`src/rtl/nrdiv8_core_seq_pkg.sv`:
```
// Shared arithmetic definitions for the sequential non-restoring divider:
// FSM encodings, result payload and sign/magnitude helpers.
package nrdiv8_core_seq_pkg;

  localparam int unsigned DIV_W = 8;
  localparam int unsigned CNT_W = $clog2(DIV_W + 1);

  localparam logic [1:0] S_IDLE = 2'd0;
  localparam logic [1:0] S_ITER = 2'd1;
  localparam logic [1:0] S_FIX  = 2'd2;
  localparam logic [1:0] S_SIGN = 2'd3;

  typedef logic [DIV_W-1:0] word_t;

  // Largest magnitude a negative signed result may carry (2^(W-1)).
  localparam word_t NEG_LIMIT = {1'b1, {(DIV_W-1){1'b0}}};

  typedef struct packed {
    word_t quotient;
    word_t remainder;
    logic  div_by_zero;
    logic  overflow;
  } div_result_t;

  function automatic word_t f_cneg(input word_t value, input logic neg);
    return neg ? word_t'((~value) + word_t'(1)) : value;
  endfunction

  // Magnitude of -2^(W-1) is 2^(W-1), which still fits as unsigned W bits.
  function automatic word_t f_abs(input word_t value, input logic sign_en);
    return f_cneg(value, sign_en & value[DIV_W-1]);
  endfunction

  function automatic logic f_in_range(input word_t mag, input logic neg,
                                      input logic signed_res);
    logic ok;
    if (signed_res) begin
      ok = neg ? (mag <= NEG_LIMIT) : (mag < NEG_LIMIT);
    end else begin
      ok = !neg || (mag == '0);
    end
    return ok;
  endfunction

endpackage

```
`src/rtl/nrdiv8_core_seq_step.sv`:
```
// One non-restoring iteration: shift {P,Q} left, add or subtract D by the
// sign of the incoming P, and shift in the new quotient bit.
module nrdiv8_core_seq_step
  import nrdiv8_core_seq_pkg::*;
#(
  parameter int unsigned WIDTH = DIV_W
) (
  input  logic [WIDTH:0]   p,
  input  logic [WIDTH-1:0] q,
  input  logic [WIDTH-1:0] d,
  output logic [WIDTH:0]   p_next_c,
  output logic [WIDTH-1:0] q_next_c
);

  logic [WIDTH:0] p_shift;
  logic [WIDTH:0] d_ext;

  // Modular W+1-bit arithmetic is safe: the settled P always lies in [-D, D).
  always_comb begin
    p_shift = {p[WIDTH-1:0], q[WIDTH-1]};
    d_ext   = {1'b0, d};
    if (p[WIDTH]) begin
      p_next_c = p_shift + d_ext;
    end else begin
      p_next_c = p_shift - d_ext;
    end
    q_next_c = {q[WIDTH-2:0], ~p_next_c[WIDTH]};
  end

endmodule

```
`src/rtl/nrdiv8_core_seq.sv`:
```
// Sequential radix-2 non-restoring divider with start/done handshake,
// fixed W+2 cycle latency, signed/unsigned operand selection and flags.
module nrdiv8_core_seq
  import nrdiv8_core_seq_pkg::*;
#(
  parameter int unsigned WIDTH = DIV_W
) (
  input  logic             clk,
  input  logic             rst_n,
  input  logic             start,
  input  logic [WIDTH-1:0] dividend,
  input  logic [WIDTH-1:0] divisor,
  input  logic [1:0]       sign_mode,
  output logic [WIDTH-1:0] quotient,
  output logic [WIDTH-1:0] remainder,
  output logic             busy,
  output logic             done,
  output logic             div_by_zero,
  output logic             overflow
);

  localparam int unsigned IW = $clog2(WIDTH + 1);

  logic [1:0]       state,      state_nxt;
  logic [IW-1:0]    iter,       iter_nxt;
  logic [WIDTH:0]   p_reg,      p_nxt;
  logic [WIDTH-1:0] q_reg,      q_nxt;
  logic [WIDTH-1:0] d_reg,      d_nxt;
  logic [WIDTH-1:0] dvd_raw,    dvd_nxt;
  logic             q_neg,      q_neg_nxt;
  logic             r_neg,      r_neg_nxt;
  logic             dz,         dz_nxt;
  logic             signed_res, signed_nxt;
  logic             busy_r,     busy_nxt;
  logic             done_r,     done_nxt;
  div_result_t      res,        res_nxt;

  logic             dvd_neg;
  logic             dvs_neg;
  logic [WIDTH:0]   step_p_c;
  logic [WIDTH-1:0] step_q_c;

  nrdiv8_core_seq_step #(
    .WIDTH (WIDTH)
  ) u_step (
    .p        (p_reg),
    .q        (q_reg),
    .d        (d_reg),
    .p_next_c (step_p_c),
    .q_next_c (step_q_c)
  );

  // Next-state and next-register logic.
  always_comb begin
    state_nxt  = state;
    iter_nxt   = iter;
    p_nxt      = p_reg;
    q_nxt      = q_reg;
    d_nxt      = d_reg;
    dvd_nxt    = dvd_raw;
    q_neg_nxt  = q_neg;
    r_neg_nxt  = r_neg;
    dz_nxt     = dz;
    signed_nxt = signed_res;
    busy_nxt   = busy_r;
    done_nxt   = 1'b0;
    res_nxt    = res;
    dvd_neg    = sign_mode[1] & dividend[WIDTH-1];
    dvs_neg    = sign_mode[0] & divisor[WIDTH-1];

    case (state)
      S_IDLE: begin
        if (start) begin
          q_nxt      = f_abs(dividend, sign_mode[1]);
          d_nxt      = f_abs(divisor, sign_mode[0]);
          dvd_nxt    = dividend;
          p_nxt      = '0;
          q_neg_nxt  = dvd_neg ^ dvs_neg;
          r_neg_nxt  = dvd_neg;
          dz_nxt     = (divisor == '0);
          signed_nxt = |sign_mode;
          iter_nxt   = IW'(WIDTH);
          busy_nxt   = 1'b1;
          state_nxt  = S_ITER;
        end
      end

      S_ITER: begin
        p_nxt    = step_p_c;
        q_nxt    = step_q_c;
        iter_nxt = iter - IW'(1);
        if (iter == IW'(1)) begin
          state_nxt = S_FIX;
        end
      end

      // Restore a negative partial remainder; the quotient bits are final.
      S_FIX: begin
        if (p_reg[WIDTH]) begin
          p_nxt = p_reg + {1'b0, d_reg};
        end
        state_nxt = S_SIGN;
      end

      S_SIGN: begin
        if (dz) begin
          res_nxt.quotient    = '1;
          res_nxt.remainder   = dvd_raw;
          res_nxt.div_by_zero = 1'b1;
          res_nxt.overflow    = 1'b0;
        end else begin
          res_nxt.quotient    = f_cneg(q_reg, q_neg);
          res_nxt.remainder   = f_cneg(p_reg[WIDTH-1:0], r_neg);
          res_nxt.div_by_zero = 1'b0;
          res_nxt.overflow    = !f_in_range(q_reg, q_neg, signed_res);
        end
        done_nxt  = 1'b1;
        busy_nxt  = 1'b0;
        state_nxt = S_IDLE;
      end

      default: begin
        state_nxt = S_IDLE;
      end
    endcase
  end

  // State and datapath registers with synchronous active-low reset.
  always_ff @(posedge clk) begin
    if (!rst_n) begin
      state      <= S_IDLE;
      iter       <= '0;
      p_reg      <= '0;
      q_reg      <= '0;
      d_reg      <= '0;
      dvd_raw    <= '0;
      q_neg      <= 1'b0;
      r_neg      <= 1'b0;
      dz         <= 1'b0;
      signed_res <= 1'b0;
      busy_r     <= 1'b0;
      done_r     <= 1'b0;
      res        <= '0;
    end else begin
      state      <= state_nxt;
      iter       <= iter_nxt;
      p_reg      <= p_nxt;
      q_reg      <= q_nxt;
      d_reg      <= d_nxt;
      dvd_raw    <= dvd_nxt;
      q_neg      <= q_neg_nxt;
      r_neg      <= r_neg_nxt;
      dz         <= dz_nxt;
      signed_res <= signed_nxt;
      busy_r     <= busy_nxt;
      done_r     <= done_nxt;
      res        <= res_nxt;
    end
  end

  assign quotient    = res.quotient;
  assign remainder   = res.remainder;
  assign div_by_zero = res.div_by_zero;
  assign overflow    = res.overflow;
  assign busy        = busy_r;
  assign done        = done_r;

endmodule

```
`config.mk`:
```
export PLATFORM = sky130hd
export DESIGN_NAME = nrdiv8_core_seq
export DESIGN_NICKNAME = d
export VERILOG_FILES = /design/src/rtl/nrdiv8_core_seq_pkg.sv /design/src/rtl/nrdiv8_core_seq_step.sv /design/src/rtl/nrdiv8_core_seq.sv
export SDC_FILE = /design/constraint.sdc
export NUM_CORES = 1
export LEC_CHECK = 0
export ABC_CLOCK_PERIOD_IN_PS = 5600
export CAP_MARGIN = 30
export CORE_MARGIN = 2
export CORE_UTILIZATION = 50
export DETAILED_ROUTE_END_ITERATION = 16
export PLACE_DENSITY = 0.72
export RECOVER_POWER = 50
export SLEW_MARGIN = 20
export SYNTH_ARGS = -nofsm -noshare
export SYNTH_HDL_FRONTEND = slang
export SYNTH_SLANG_ARGS = --single-unit
```
`constraint.sdc`:
```
create_clock -name clk -period 5.6 [get_ports clk]
set_clock_uncertainty 0.05 [all_clocks]
set_input_delay 1.12 -clock clk [delete_from_list [all_inputs] [get_ports clk]]
set_output_delay 1.12 -clock clk [all_outputs]
set_load 0.005 [all_outputs]
```
[After elaboration in Yosys (flattened, before gate mapping)]
Index checks and enable logic that the tools add are counted.
Storage, ports and cells
  register bits after elaboration: 63
  bits of input ports: 21
  output and inout bits: 20
  logic and storage cells: 81
Cells by class
  add/sub/neg operators: 8
  magnitude comparators: 2
  equality and inequality tests: 7
  muxes and demuxes: 23
  bitwise gates (word level): 8
  reductions and logical operators: 16
Operator list (number)
  $mux W8: 5
  $add A8 B1 Y8 const B: 4
  $not A8 Y8: 4
  $mux W9: 3
  $pmux W9 S3: 1
  $add A9 B8 Y9: 2
  $mux W18: 1
  $logic_not A8 Y1: 2
  $pmux W8 S2: 1
  $reduce_and A2 Y1: 5
  $sub A9 B8 Y9: 1
  $le A8 B8 Y1 const B: 1
  $lt A8 B8 Y1 const B: 1
  $pmux W2 S4: 1
  $pmux W4 S2: 1
  $mux W1: 6
  $ne A2 B2 Y1 const B: 3
  $eq A2 B2 Y1 const B: 2
  $eq A4 B1 Y1 const B: 1
  $mux W2: 2
  $mux W4: 1
  $reduce_bool A2 Y1: 2
  $sub A4 B1 Y4 const B: 1
  $reduce_and A3 Y1: 1
  10 further kinds: 12

[Logic depth before layout (Yosys ltp)]
  depth after elaboration: 7
  mapped depth: 11

[Modules after synthesis]
Synthesis repeated with hierarchy kept, for this count alone.
Unflattened totals
  cell total of the unflattened synthesis: 522
  area, all modules: 4125.2 um^2
By module, submodules not included
  nrdiv8_core_seq: times used 1, cells an instance 444, area an instance 3534.6 um^2, seq. area each 1261.2 um^2
  nrdiv8_core_seq_step: times used 1, cells an instance 78, area an instance 590.6 um^2, seq. area each 0.0 um^2

[Worst setup path after synthesis]
No wires, ideal clock.
  kind: register to register
  from: reg d_reg[1]
  to: reg q_reg[0]
  setup time: 0.115 ns
  arrival time: 2.313 ns
  slack: 3.122 ns
  stages on the path, launching flop included: 12
  cell sequence: dfxtp_1 -> inv_1 -> ha_1 -> mux2_2 -> inv_1 -> fa_1 -> or2b_2 -> a21oi_1 -> o22ai_2 -> xnor2_1 -> o21ai_1 -> and2_1
Between the ends
  word-level cells in the longest chain between the ends: 4
  elaborated cells on any way between the ends: 5
  those cells by class: 2 x add/sub; 2 x mux; 1 x bitwise
Ends and longest elaborated chain
  start: declaration: line nrdiv8_core_seq.sv:28  | logic [WIDTH-1:0] d_reg, d_nxt;
  start signal: assignment: line nrdiv8_core_seq.sv:149  | d_reg <= d_nxt;
  $sub A9 B8 Y9 or $add A9 B8 Y9 (tied branches): line nrdiv8_core_seq_step.sv:25, nrdiv8_core_seq_step.sv:23
  $mux W9 *: line nrdiv8_core_seq_step.sv:22  | if (p[WIDTH]) begin
  $not A1 Y1 *: line nrdiv8_core_seq_step.sv:27  | q_next_c = {q[WIDTH-2:0], ~p_next_c[WIDTH]};
  $pmux W8 S2 *: line nrdiv8_core_seq.sv:71  | case (state)
  end signal: assignment: line nrdiv8_core_seq.sv:148  | q_reg <= q_nxt;
  end: declaration: line nrdiv8_core_seq.sv:27  | logic [WIDTH-1:0] q_reg, q_nxt;
Every way passes the cells marked *; elsewhere a longest branch is shown, timed or not.
A chain may end at the register's enable or synchronous reset.

==> impl_results.rst <==
.. list-table::
   :header-rows: 1

   * - Metric
     - Value
   * - Synth Area in Compound Gates
     - 23.1%
   * - Outcome
     - complete, but fails checks
   * - Yosys cell types
     - 47
   * - Fraction of power consumed by combinational cells
     - 41.6%
   * - Net count of the mapped netlist
     - 555
   * - Final clock period utilization by the worst path
     - 57.8%
   * - Detailed-route DRC error count
     - 0
   * - DRT Wirelength
     - 10.0 mm
   * - Antenna violations before repair
     - 0
   * - Path type of the worst min-delay path
     - flip-flop to flip-flop
   * - Die Outline Area
     - 0.00879 mm^2
   * - Reported net switching power
     - 774 uW
   * - Max FFs per register
     - 9
   * - Number of vias after detailed routing
     - 3676
   * - Post-synthesis adder-cell area fraction
     - 9.38%
   * - Initial DRC Count
     - 228
   * - Share of the yosys chip area belonging to registers
     - 31.3%
   * - Required time of the worst setup path
     - 5820 ps
   * - VDD IR-drop max
     - 0.243 mV
   * - Number of sinks driven by the clock tree
     - 63
   * - Primary FF master, synth
     - dfxtp_1
   * - Global Route Usage Sum
     - 23.8%
   * - Post-CTS Resized
     - 0
   * - Total clock buffers created by CTS
     - 9
   * - Cell types occupying the most area after synthesis
     - dfxtp_1 (31%), ha_1 (8.4%), o21ai_0 (6.2%)
   * - Final net count
     - 586
   * - Final WS setup
     - 2370 ps
   * - Peak Freq
     - 309 MHz
   * - Worst relative slew slack
     - -22.3%
   * - Part of the power in registers
     - 32.8%
   * - Final GP Congestion
     - 0.933
   * - Critical register-to-register path endpoint
     - q_reg[0]$_SDFFE_PN0P_
   * - Share of synthesized cell area in and, or, nand and nor gates
     - 19.7%
   * - Area Growth Syn to Fin
     - 16.7%
   * - Switching part of the total
     - 39.2%
   * - Number of port buffers
     - 40
   * - Number of core rows
     - 32
   * - Synthesized area divided by synthesized cell count
     - 7.98 um^2
   * - Setup repair after global routing missed its margin
     - false
   * - Width of the chip
     - 93.8 um
   * - Largest net degree at the start of global routing
     - 67
   * - Crit path time final
     - 3230 ps
   * - Cell with the most instances after synthesis
     - dfxtp_1
   * - Worst setup slack for register-to-register paths
     - 2800 ps
   * - Post-synthesis sequential element count
     - 63
   * - Power Dens Cells
     - 420 mW/mm^2
   * - Post-route ant nets
     - 0
   * - Routed via count divided by cell count
     - 5.72
   * - Number of maximum-capacitance violations
     - 1
   * - Worst hold slack
     - 419 ps
   * - Mapped cell area
     - 0.00403 mm^2
   * - Worst Hold Path Cells
     - 2
   * - Worst-path maximum fanout
     - 51
   * - Most numerous cell types in the synthesized netlist
     - dfxtp_1 (63), nand2_1 (61), o21ai_0 (50)
   * - Sort of element at the start of the critical path
     - input pin
   * - Half-perimeter wire length of the detailed placement result
     - 7.50 mm
   * - Clock root buffer
     - clkbuf_8
   * - Clock Path Buffers
     - 2
   * - Core ar.
     - 0.00777 mm^2
   * - I/O pin cnt
     - 41
   * - Post-Synthesis Cells
     - 505
   * - Nature of the critical path endpoint
     - flip-flop
   * - Clock share of power
     - 25.7%
   * - Setup CP Type
     - input pin to flip-flop
   * - Number of endpoints failing setup at the final stage
     - 0
   * - H-tree Lvls
     - 3
   * - Internal power contribution
     - 1.20 mW
   * - Starting density of the core
     - 51.9%
   * - Final core utilization
     - 60.5%
   * - Violated checks
     - capacitance limit, slew limit
   * - Total overflow reported by the global router
     - 0
   * - Terminating pin of the worst hold path
     - dvd_raw[6]$_SDFFE_PN0P_
   * - Cts-stage hold buffer count
     - 0
   * - Avg WL per Cell
     - 15.6 um
   * - Number of diodes added for antenna fixing
     - 0
   * - Number of slew-limit violations in the final report
     - 52
   * - Number of hold violations in the final report
     - 0
   * - Leakage
     - 1.95 nW
   * - Fraction of synthesized cell area taken by the top area cell type
     - 31.3%
   * - Data arrival time of the worst path
     - 3460 ps
   * - Post-CTS clock slew at the launch and capture registers of the worst setup and hold paths
     - 70 ps
   * - Combinational family with the most area after synthesis
     - compound AO/OA/AOI/OAI gates
   * - Minimum setup slack after placement
     - 2620 ps
   * - Setup_tns
     - 0 ps
   * - Number of flops mapped to enable cells by yosys
     - 0
   * - Post-synth ARST share
     - 0%
   * - Number of optimization iterations in the first detailed-route pass
     - 5
   * - Via count of the first global-routing pass
     - 3395
   * - Ratio of cells with drive above 1 in the final layout
     - 4.44%
   * - TritonCTS clock tree
     - built
   * - Insertion delay to the later sink of the worst-skew pair
     - 340 ps
   * - R2R depth
     - 11
   * - Launching point of the worst reg2reg path
     - d_reg[1]$_SDFFE_PN0P_
   * - Post-CTS Setup Bufs
     - 0
   * - Synthesized-area fraction occupied by xor and xnor cells
     - 7.83%
   * - Hold path startpoint
     - dvd_raw[6]$_SDFFE_PN0P_
   * - Wire length of the first global-routing pass
     - 16.4 mm
   * - Area leader, netlist
     - dfxtp_1
   * - Height of the die
     - 93.8 um
   * - Multiplexer area fraction after synthesis
     - 3.29%
   * - Number of warning messages in the yosys log
     - 0
   * - Slew at the pin closest to its max-slew limit
     - 1830 ps
==> layout make-up <==
class | count | area, um^2
flip-flops and latches | 63 | 1260
well taps | 102 | 128
repair buffers | 43 | 410
fillers | 709 | 3070
clock inverters | 5 | 104
multi-input cells | 393 | 2550
inverters | 26 | 97.6
clock buffers | 11 | 151
==> per-layer routing <==
| layer | vias up | wire, um | share of wire (%) | global-route usage [%] |
|---|---|---|---|---|
| met5 | - | 0 | 0 | 0 |
| met4 | 0 | 95 | 0.95 | 5.68 |
| met3 | 10 | 449 | 4.5 | 5.14 |
| met2 | 102 | 4800 | 48 | 39.7 |
| met1 | 1735 | 4690 | 47 | 31.3 |
| li1 | 1829 | - | - | - |
==> worst max path at each step <==
stage,from,endpoint,slack [ps],depth (start not counted)
final,rst_n,quotient[2]$_SDFFE_PN0P_,2370,4
after global routing,rst_n,iter[3]$_SDFFE_PN0P_,2020,4
after floorplan,d_reg[1]$_SDFFE_PN0P_,q_reg[0]$_SDFFE_PN0P_,3120,11
after detailed placement,start,d_reg[7]$_SDFFE_PN0P_,2620,4
after CTS,d_reg[1]$_SDFFE_PN0P_,q_reg[0]$_SDFFE_PN0P_,2810,11
after global placement,start,q_reg[0]$_SDFFE_PN0P_,2620,6
==> stage by stage <==
stage,cell area [um^2],std cells,power [mW]
floorplan,4030,505,1.26
global placement,4440,625,1.46
detailed placement,4440,626,1.47
CTS,4700,642,1.98
global route,4700,643,2.12
finish,4700,643,1.97
==> power by group through the flow <==
stage	clock network (mW)	logic (mW)	registers, mW
floorplan	0	0.643	0.612
global placement	0	0.805	0.653
detailed placement	0	0.819	0.653
CTS	0.514	0.825	0.644
global route	0.536	0.928	0.657
finish	0.507	0.820	0.646
==> placed cells by master (no fill, tap or decap), drive strengths merged, types with 5 or more instances in the layout <==
cell type      netlist  final
a21boi              20     20
a21oi               36     36
a22oi                5      5
and2                 8      8
clkbuf              19     13
clkdlybuf4s50        0     20
dfxtp               63     63
dlygate4sd3          0     19
ha                  27     27
inv                 26     26
mux2i               11     11
nand2               61     61
nand3               18     18
nor2                32     32
nor2b               15     15
nor3                 8      8
o211a                7      7
o21ai               52     52
or3                  7      7
xnor2               19     19
xor2                17     17
==> cells by family (layout without fill, tap and decap cells) <==
kind of cell,Yosys count,after routing
AO/OA/AOI/OAI,148,148
XOR/XNOR,36,36
adder cells (fa/ha/maj),29,29
buffers and inverters,49,85
flip-flops,63,63
multiplexers,13,13
AND/OR/NAND/NOR,167,167
==> critical path: stages <==
cell	delay [ps]
clkbuf_1	460
clkbuf_1	1370
o21ai_0	260
a21oi_1	210
(Power assumes the default switching activity.)
